## src/rtl/nmr_compare_sm.sv

```systemverilog
// nmr_compare_sm: N-channel redundancy checker. Latches one word per channel,
// votes them, and holds a level irq until it is acknowledged.
//
// state    | meaning
// IDLE     | no round in progress, waiting for the first data_set
// COLLECT  | capturing channels until all have arrived or the timer expires
// COMPARE  | one-cycle vote, results registered on exit
// REPORT   | irq just raised
// WAIT_ACK | irq held until irq_ack is sampled
// REARM    | waiting for every data_set to drop before the next round
module nmr_compare_sm #(
  parameter int NUM_CH  = 3,
  parameter int DATA_W  = 32,
  parameter int TIMEOUT = 1024,
  parameter int CNT_W   = 8
) (
  input  logic                       clk,
  input  logic                       reset,
  input  logic [NUM_CH*DATA_W-1:0]   data_in,
  input  logic [NUM_CH-1:0]          data_set,
  input  logic                       irq_ack,
  output logic                       all_match,
  output logic                       vote_ok,
  output logic [DATA_W-1:0]          voted_data,
  output logic [NUM_CH-1:0]          fault_mask,
  output logic                       timeout_flag,
  output logic [CNT_W-1:0]           err_count,
  output logic                       irq,
  output logic                       busy
);

  localparam int              TMR_W    = $clog2(TIMEOUT);
  localparam logic [TMR_W-1:0] TMR_LOAD = TMR_W'(TIMEOUT - 1);
  localparam logic [4:0]      CH_LIM   = 5'(NUM_CH);

  typedef enum logic [2:0] {
    S_IDLE, S_COLLECT, S_COMPARE, S_REPORT, S_WAIT_ACK, S_REARM
  } state_t;

  state_t                     state_q, state_d;
  logic [NUM_CH-1:0]          arrived_q, arrived_d;
  logic [NUM_CH*DATA_W-1:0]   words_q, words_d;
  logic [TMR_W-1:0]           tmr_q, tmr_d;
  logic                       forced_q, forced_d;
  logic                       all_match_q, all_match_d;
  logic                       vote_ok_q, vote_ok_d;
  logic [DATA_W-1:0]          voted_q, voted_d;
  logic [NUM_CH-1:0]          fmask_q, fmask_d;
  logic                       tflag_q, tflag_d;
  logic [CNT_W-1:0]           err_q, err_d;
  logic                       irq_q, irq_d;
  logic                       busy_q, busy_d;

  logic                       capture_en;
  logic [3:0]                 agree;
  logic                       cmp_vote;
  logic [DATA_W-1:0]          cmp_word;
  logic                       cmp_all;
  logic [NUM_CH-1:0]          cmp_fmask;

  // Vote over the latched words; only arrived channels take part.
  always_comb begin
    agree     = '0;
    cmp_vote  = 1'b0;
    cmp_word  = '0;
    cmp_all   = &arrived_q;
    cmp_fmask = '1;
    for (int i = 0; i < NUM_CH; i++) begin
      agree = '0;
      for (int j = 0; j < NUM_CH; j++) begin
        if (arrived_q[j] && (words_q[j*DATA_W +: DATA_W] == words_q[i*DATA_W +: DATA_W])) begin
          agree = agree + 4'd1;
        end
      end
      if (arrived_q[i] && !cmp_vote && ({agree, 1'b0} > CH_LIM)) begin
        cmp_vote = 1'b1;
        cmp_word = words_q[i*DATA_W +: DATA_W];
      end
      if (arrived_q[i] && (words_q[i*DATA_W +: DATA_W] != words_q[DATA_W-1:0])) begin
        cmp_all = 1'b0;
      end
    end
    if (cmp_vote) begin
      for (int i = 0; i < NUM_CH; i++) begin
        cmp_fmask[i] = !arrived_q[i] || (words_q[i*DATA_W +: DATA_W] != cmp_word);
      end
    end
  end

  always_comb begin
    state_d     = state_q;
    arrived_d   = arrived_q;
    words_d     = words_q;
    tmr_d       = tmr_q;
    forced_d    = forced_q;
    all_match_d = all_match_q;
    vote_ok_d   = vote_ok_q;
    voted_d     = voted_q;
    fmask_d     = fmask_q;
    tflag_d     = tflag_q;
    err_d       = err_q;
    capture_en  = 1'b0;

    case (state_q)
      S_IDLE: begin
        tmr_d      = TMR_LOAD;
        capture_en = 1'b1;
        if (|data_set) begin
          state_d  = S_COLLECT;
          forced_d = 1'b0;
        end
      end
      S_COLLECT: begin
        capture_en = 1'b1;
        if (&arrived_q) begin
          state_d  = S_COMPARE;
          forced_d = 1'b0;
        end else if (tmr_q == '0) begin
          state_d  = S_COMPARE;
          forced_d = 1'b1;
        end else begin
          tmr_d = tmr_q - TMR_W'(1);
        end
      end
      S_COMPARE: begin
        all_match_d = cmp_all;
        vote_ok_d   = cmp_vote;
        voted_d     = cmp_word;
        fmask_d     = cmp_fmask;
        tflag_d     = forced_q;
        if (!cmp_all && (err_q != '1)) begin
          err_d = err_q + CNT_W'(1);
        end
        state_d = S_REPORT;
      end
      S_REPORT: state_d = S_WAIT_ACK;
      S_WAIT_ACK: begin
        if (irq_ack) begin
          state_d = S_REARM;
        end
      end
      S_REARM: begin
        if (data_set == '0) begin
          state_d   = S_IDLE;
          arrived_d = '0;
          tmr_d     = '0;
        end
      end
      default: state_d = S_IDLE;
    endcase

    // A channel's word is frozen from the first cycle its flag is seen.
    if (capture_en) begin
      for (int i = 0; i < NUM_CH; i++) begin
        if (data_set[i] && !arrived_q[i]) begin
          arrived_d[i]                 = 1'b1;
          words_d[i*DATA_W +: DATA_W]  = data_in[i*DATA_W +: DATA_W];
        end
      end
    end

    irq_d  = (state_d == S_REPORT) || (state_d == S_WAIT_ACK);
    busy_d = (state_d != S_IDLE);
  end

  always_ff @(posedge clk or negedge reset) begin
    if (!reset) begin
      state_q     <= S_IDLE;
      arrived_q   <= '0;
      words_q     <= '0;
      tmr_q       <= '0;
      forced_q    <= 1'b0;
      all_match_q <= 1'b0;
      vote_ok_q   <= 1'b0;
      voted_q     <= '0;
      fmask_q     <= '0;
      tflag_q     <= 1'b0;
      err_q       <= '0;
      irq_q       <= 1'b0;
      busy_q      <= 1'b0;
    end else begin
      state_q     <= state_d;
      arrived_q   <= arrived_d;
      words_q     <= words_d;
      tmr_q       <= tmr_d;
      forced_q    <= forced_d;
      all_match_q <= all_match_d;
      vote_ok_q   <= vote_ok_d;
      voted_q     <= voted_d;
      fmask_q     <= fmask_d;
      tflag_q     <= tflag_d;
      err_q       <= err_d;
      irq_q       <= irq_d;
      busy_q      <= busy_d;
    end
  end

  assign all_match    = all_match_q;
  assign vote_ok      = vote_ok_q;
  assign voted_data   = voted_q;
  assign fault_mask   = fmask_q;
  assign timeout_flag = tflag_q;
  assign err_count    = err_q;
  assign irq          = irq_q;
  assign busy         = busy_q;

endmodule
```

## config.mk

```make
export PLATFORM = sky130hd
export DESIGN_NAME = nmr_compare_sm
export DESIGN_NICKNAME = d
export VERILOG_FILES = /design/src/rtl/nmr_compare_sm.sv
export SDC_FILE = /design/constraint.sdc
export NUM_CORES = 1
export LEC_CHECK = 0
export BUFFER_PORTS_ARGS = -buffer_cell sky130_fd_sc_hd__buf_2
export CAP_MARGIN = 20
export CORE_AREA = 2 2 197 199
export DETAILED_ROUTE_END_ITERATION = 8
export DIE_AREA = 0 0 199 201
export GPL_ROUTABILITY_DRIVEN = 0
export PLACE_DENSITY = 0.5
export SLEW_MARGIN = 20
export SYNTH_ARGS = -nofsm -noshare
export SYNTH_HDL_FRONTEND = slang
export SYNTH_SLANG_ARGS = --single-unit
```

## constraint.sdc

```tcl
create_clock -name clk -period 5.5 [get_ports clk]
set_input_delay 1.1 -clock clk [delete_from_list [all_inputs] [get_ports clk]]
set_output_delay 1.1 -clock clk [all_outputs]
set_load 0.05 [all_outputs]
```

# Word-level counts from Yosys, hierarchy flattened
# Cells that the tools add are included.
[totals]
word_cells = 131
regBits = 161
out_inout_bits = 48
input_bits = 102
[op_classes]
mux = 39
n_reduce_logical = 42
n_lt_le_gt_ge = 3
add_sub_neg = 8
eq_ne = 24
[op_table]
columns = ["cell", "n"]
rows = [
  ["equality test 32 bit", 6],
  ["!= test 32 bit", 5],
  ["two-way mux 32 bit", 3],
  ["two-way mux 10 bit", 3],
  ["one-hot mux 10 bit (3 select lines)", 1],
  ["two-way mux 3 bit", 9],
  ["two-way mux 4 bit", 5],
  ["one-hot mux 3 bit (6 select lines)", 1],
  ["logical AND 1 bit", 17],
  ["adder 4 x 1 -> 4 bit (second input constant)", 4],
  ["greater-than comparator 5 x 2 -> 1 bit (second input constant)", 3],
  ["two-way mux 1 bit", 15],
  ["logical NOT 10 bit", 1],
  ["subtractor 10 x 1 -> 10 bit (second input constant)", 1],
  ["equality test 3 x 2 -> 1 bit (second input constant)", 3],
  ["equality test 3 bit (second input constant)", 3],
  ["adder 8 x 1 -> 8 bit (second input constant)", 1],
  ["!= test 2 bit (second input constant)", 4],
  ["!= test 8 bit (second input constant)", 1],
  ["AND reduction 2 bit", 4],
  ["logical NOT 1 bit", 6],
  ["logical NOT 3 bit", 2],
  ["AND reduction 3 bit", 2],
  ["nonzero test 3 bit", 2],
  ["10 further kinds", 14],
]

# Longest topological paths before layout
[logic_depth]
word_depth = 19
depth_mapped = 19
ltp_nobuf = 17

# Worst setup path before layout
# OpenSTA, ideal clock, no wires.
[synth_path]
path_type = "reg-to-reg"
startpoint = "reg words_q[31]"
endpoint = "reg fmask_q[0], in the netlist fault_mask[0]"
setup_slack_ns = 1.385
period_less_slack_ns = 4.115
path_stages_with_launch = 19
t_required_ns = 5.372
path_buffers = 3
setup_time_ns = 0.128
arrival_ns = 3.987
path_cell_list = "dfrtp_1 -> clkbuf_1 -> xor2_1 -> or4_1 -> nor4_2 -> and2_1 -> nand2_1 -> ha_1 -> nand2_1 -> a21oi_1 -> clkbuf_1 -> clkbuf_1 -> nand2_1 -> nor3_1 -> nor3_1 -> a2111oi_2 -> nand4b_1 -> nor4_1 -> a21oi_1"
[synth_between]
elab_chain_len = 19
elab_cells_between_ends = 40
cone_classes = "add/sub: 5; order compare: 3; eq/ne: 5; mux: 15; reduce/logical: 12"
[synth_lines]
columns = ["item", "line", "rtl"]
rows = [
  ["from (decl)", "42", "logic [NUM_CH*DATA_W-1:0] words_q, words_d;"],
  ["from (signal assigned)", "184", "words_q <= words_d;"],
  ["equality test 32 bit", "71", "if (arrived_q[j] && (words_q[j*DATA_W +: DATA_W] == words_q[i*DATA_W +: DATA_W])) begin"],
  ["logical AND 1 bit", "71", ""],
  ["two-way mux 4 bit", "71", ""],
  ["adder 4 x 1 -> 4 bit", "72", "agree = agree + 4'd1;"],
  ["two-way mux 4 bit", "71", ""],
  ["greater-than comparator 5 x 2 -> 1 bit", "75", "if (arrived_q[i] && !cmp_vote && ({agree, 1'b0} > CH_LIM)) begin"],
  ["logical AND 1 bit", "75", ""],
  ["two-way mux 1 bit", "75", ""],
  ["logical NOT 1 bit", "75", ""],
  ["logical AND 1 bit (2 in series)", "75", ""],
  ["two-way mux 1 bit", "75", ""],
  ["logical NOT 1 bit", "75", ""],
  ["logical AND 1 bit (2 in series)", "75", ""],
  ["two-way mux 32 bit", "75", ""],
  ["!= test 32 bit", "85", "cmp_fmask[i] = !arrived_q[i] || (words_q[i*DATA_W +: DATA_W] != cmp_word);"],
  ["logical OR 1 bit", "85", ""],
  ["two-way mux 3 bit (*)", "83", "if (cmp_vote) begin"],
  ["to (signal assigned)", "190", "fmask_q <= fmask_d;"],
  ["to (decl)", "48", "logic [NUM_CH-1:0] fmask_q, fmask_d;"],
]
# Mark *: on every way between the ends. The rest lies on a longest branch, timed or not.
# A chain may end at the register's enable or synchronous reset.

# Worst setup path after layout
[layout_path]
startpoint = "reg words_q[93]"
endpoint = "reg fmask_q[0], in the netlist fault_mask[0]"
[layout_between]
elab_chain_len = 17
elab_cells_between_ends = 34
cone_classes = "add/sub: 2; order compare: 3; eq/ne: 5; mux: 12; reduce/logical: 12"
[layout_lines]
columns = ["item", "line"]
rows = [
  ["parallel branches: the longest is 16 deep, another holds greater-than comparator 5 x 2 -> 1 bit", "n/a"],
  ["two-way mux 3 bit (*)", "83"],
]
# Mark *: on every way between the ends.

==> summary.txt <==
Run status
  – Outcome: finished, final reports clean

Synth
  – Synth area leaders: dfrtp_1 (36%), mux2_2 (6.8%), nand2_1 (5.2%)
  – Register area share after synthesis: 35.9%
  – Synth unique cells: 79
  – Ys async rst share: 100%
  – Synth area leader: dfrtp_1
  – Avg Cell Area, Syn: ~8.5 um2
  – Post-synthesis instance area: 11200 um2
  – Yosys warns: 0
  – Yosys reg bits: 161
  – Most instantiated library cell after synthesis: dfrtp_1
  – Syn_nets: 1425
  – Number of synthesized flops with an enable pin: 0
  – Post-synth top cells: dfrtp_1 (161), nand2_1 (155), o21ai_0 (108), clkbuf_1 (92), a21oi_1 (72)
  – Prevailing post-synth register cell: dfrtp_1
  – Post-synthesis cell count: about 1300
  – Yosys top cell area share: 35.9%

STA
  – Relative slew slack: 34.5%
  – Final Worst Setup Slack: 0.152 ns
  – Fmax achieved: about 190 MHz
  – Setup_tns: 0 ns
  – Fin crit share: 97.2%
  – Final hold violations: 0
  – Final critical-path required period: 5.35 ns
  – RSZ-0062 raised after global routing: false
  – Setup Viol. Count Final: 0
  – Measured slew at the worst slew-check pin: between 0.9 and 1 ns
  – Skew final: roughly 0.013 ns
  – Pins Over Slew Limit: 0

Clock network
  – Clock slew at reported path FFs: roughly 0.070 ns
  – Clk sink count: 161
  – Hold buffer count at cts: 0
  – Worst-Skew Late Latency: ~0.46 ns
  – CTS tree: built
  – CTS Root Cell: clkbuf_16
  – H-tree Lvls: 4
  – Total CTS buffers: 17
  – Maximum clock insertion buffer count: 2

Power and ir drop
  – Leak: 5.46 nW
  – Worst vdd ir: 245 uV
  – PD cells: 546 nW/um2

Worst setup path
  – CP max FO: 19
  – Worst Path Required: ~5.8 ns
  – Critical path class: reg -> reg
  – Kind of end point of the critical path: flip-flop
  – Critical Path Source Type: flip-flop
  – Worst reg2reg setup slack: between 0.15 and 0.2 ns
  – WP data arrival: roughly 5.7 ns

Place
  – Hpwl dp: 37500 um
  – IO Port Bufs: 149
  – Place WS: 0.452 ns

Hold path
  – Min-delay worst type: reg -> reg

Global routing
  – Gr usage total: 25.1%
  – Antenna violations before repair: 2
  – Global-route wire length before repair: 73500 um
  – Largest net degree at the start of global routing: 97
  – Vias in the first global route: 10800
  – Grt ovf: 0

Drt
  – WL per Instance: 25.5 um
  – Post-DRT Antenna Nets: 0
  – DRC Markers: 0
  – Initial DRT Pass Iterations: 5
  – WL final: slightly below 50000 um
  – Via-per-instance ratio: 5.72
  – Total number of vias: 11100
  – DRT iter0 DRCs: 1505

Finish
  – Multi-input logic area: 6300 um2
  – # fillers: 4001
  – Seq. cell area: 4030 um2
  – Final Util: 34.6%
  – Share of cells above drive strength 1: 25.2%
  – NumNets Final: 1523
  – Area Overhead vs Synth: 17.5%

Die
  – Core area: 38100 um2
  – Die Area: roughly 40000 um2
  – Die Y: 201 um
  – Core Rows: 72
  – Io pins: 150
  – Die W: between 150 and 200 um
  – Initial cell density of the core: 29.4%

Flow run
  – Number of max-cap violations: 0
## registers in the layout (all words and copies together), names as in the netlist
signal,cells
words_q,96
fault_mask,3
err_count,8
timeout_flag,1
state_q,3
vote_ok,1
busy,1
voted_data,32
arrived_q,3
all_match,1
tmr_q,10
forced_q,1
irq,1
## cell type report
class | instances | share of cell area, %
Antenna cell | 1 | 0.0190
Tap cell | 518 | 4.92
Timing Repair Buffer | 234 | 11.1
Multi-Input combinational cell | 950 | 47.8
Sequential cell | 161 | 30.6
Inverter | 49 | 1.40
Clock inverter | 15 | 0.969
Clock buffer | 17 | 3.23
## routing by layer
| metal | vias up | track usage [%] | wire (um) |
|---|---|---|---|
| met1 | 5336 | 35.5 | 21200 |
| met4 | 0 | 12.4 | 2560 |
| met3 | 146 | 7.11 | 5620 |
| met2 | 724 | 34.6 | 20100 |
| met5 | - | 0 | 0 |
| li1 | 4929 | - | - |
## stage by stage
step	power, mW	std cells	area (um2)	hold slack (ns)
3_3_place_gp	5.87	1909	12600	0.450
2_1_floorplan	4.42	1315	11200	0.455
4_1_cts	7.06	1941	13100	0.469
6_report	7.19	1945	13200	0.460
3_5_place_dp	5.87	1909	12600	0.453
5_1_grt	7.47	1944	13200	0.496
## critical path, cell delays in order (launching register included)
cell and delay [ns]:
dfrtp_1 0.54, xnor2_1 0.47, nand4_1 0.18, nor4_1 0.81, and2_1 0.28, nand2_1 0.10, ha_1 0.30, nand2_1 0.08
a21oi_2 0.39, buf_4 0.37, nand4_1 0.20, nand3_1 0.14, nor4b_1 0.65, nand4_1 0.20, nor4_1 0.38, a21oi_1 0.11
## power breakdown
| group | internal, mW | leakage [nW] | switching, mW | total [mW] |
|---|---|---|---|---|
| Combinational | 1.37 | 3.20 | 2.07 | 3.44 |
| Clock | 0.591 | 0.278 | 0.571 | 1.16 |
| Sequential | 1.61 | 1.98 | 0.970 | 2.58 |
## kinds of logic after synthesis
| logic type | synth area share [%] |
|---|---|
| simple gates | 19.5 |
| compound gates | 20.4 |
| buf+inv | 8.23 |
| flops | 35.9 |
| xor+xnor | 8.12 |
| mux | 7.01 |
| fa+ha+maj | 0.893 |
## repair_timing
action | 4_1_cts | 5_1_grt
endpoints found under the setup margin | 0 | 2
gates resized for setup | 0 | 1
setup buffers | 0 | 2
## placed cells by master, fill, tap and decap left out, drive strengths merged, types with 18 or more instances in the layout
master | netlist | final
a21oi | 72 | 72
a221oi | 20 | 20
buf | 63 | 234
dfrtp | 161 | 161
inv | 49 | 55
mux2 | 68 | 68
nand2 | 156 | 156
nand3 | 60 | 60
nand4 | 33 | 33
nor2 | 37 | 37
nor3 | 31 | 31
nor4 | 29 | 29
o21ai | 110 | 110
o31ai | 18 | 18
xnor2 | 47 | 47
xor2 | 57 | 57
## final timing paths
path                                            start                    endpoint  cells past startpoint
max reg2reg                   words_q[93]$_DFFE_PN0P_   fault_mask[0]$_DFFE_PN0P_                     15
max in group asynchronous                       reset      words_q[1]$_DFFE_PN0P_                      2
max                           words_q[93]$_DFFE_PN0P_   fault_mask[0]$_DFFE_PN0P_                     15
min in group asynchronous                       reset   voted_data[9]$_DFFE_PN0P_                      1
min                        voted_data[20]$_DFFE_PN0P_  voted_data[20]$_DFFE_PN0P_                      2
min reg2reg                voted_data[20]$_DFFE_PN0P_  voted_data[20]$_DFFE_PN0P_                      2
Power figures use the tool's default switching activity.
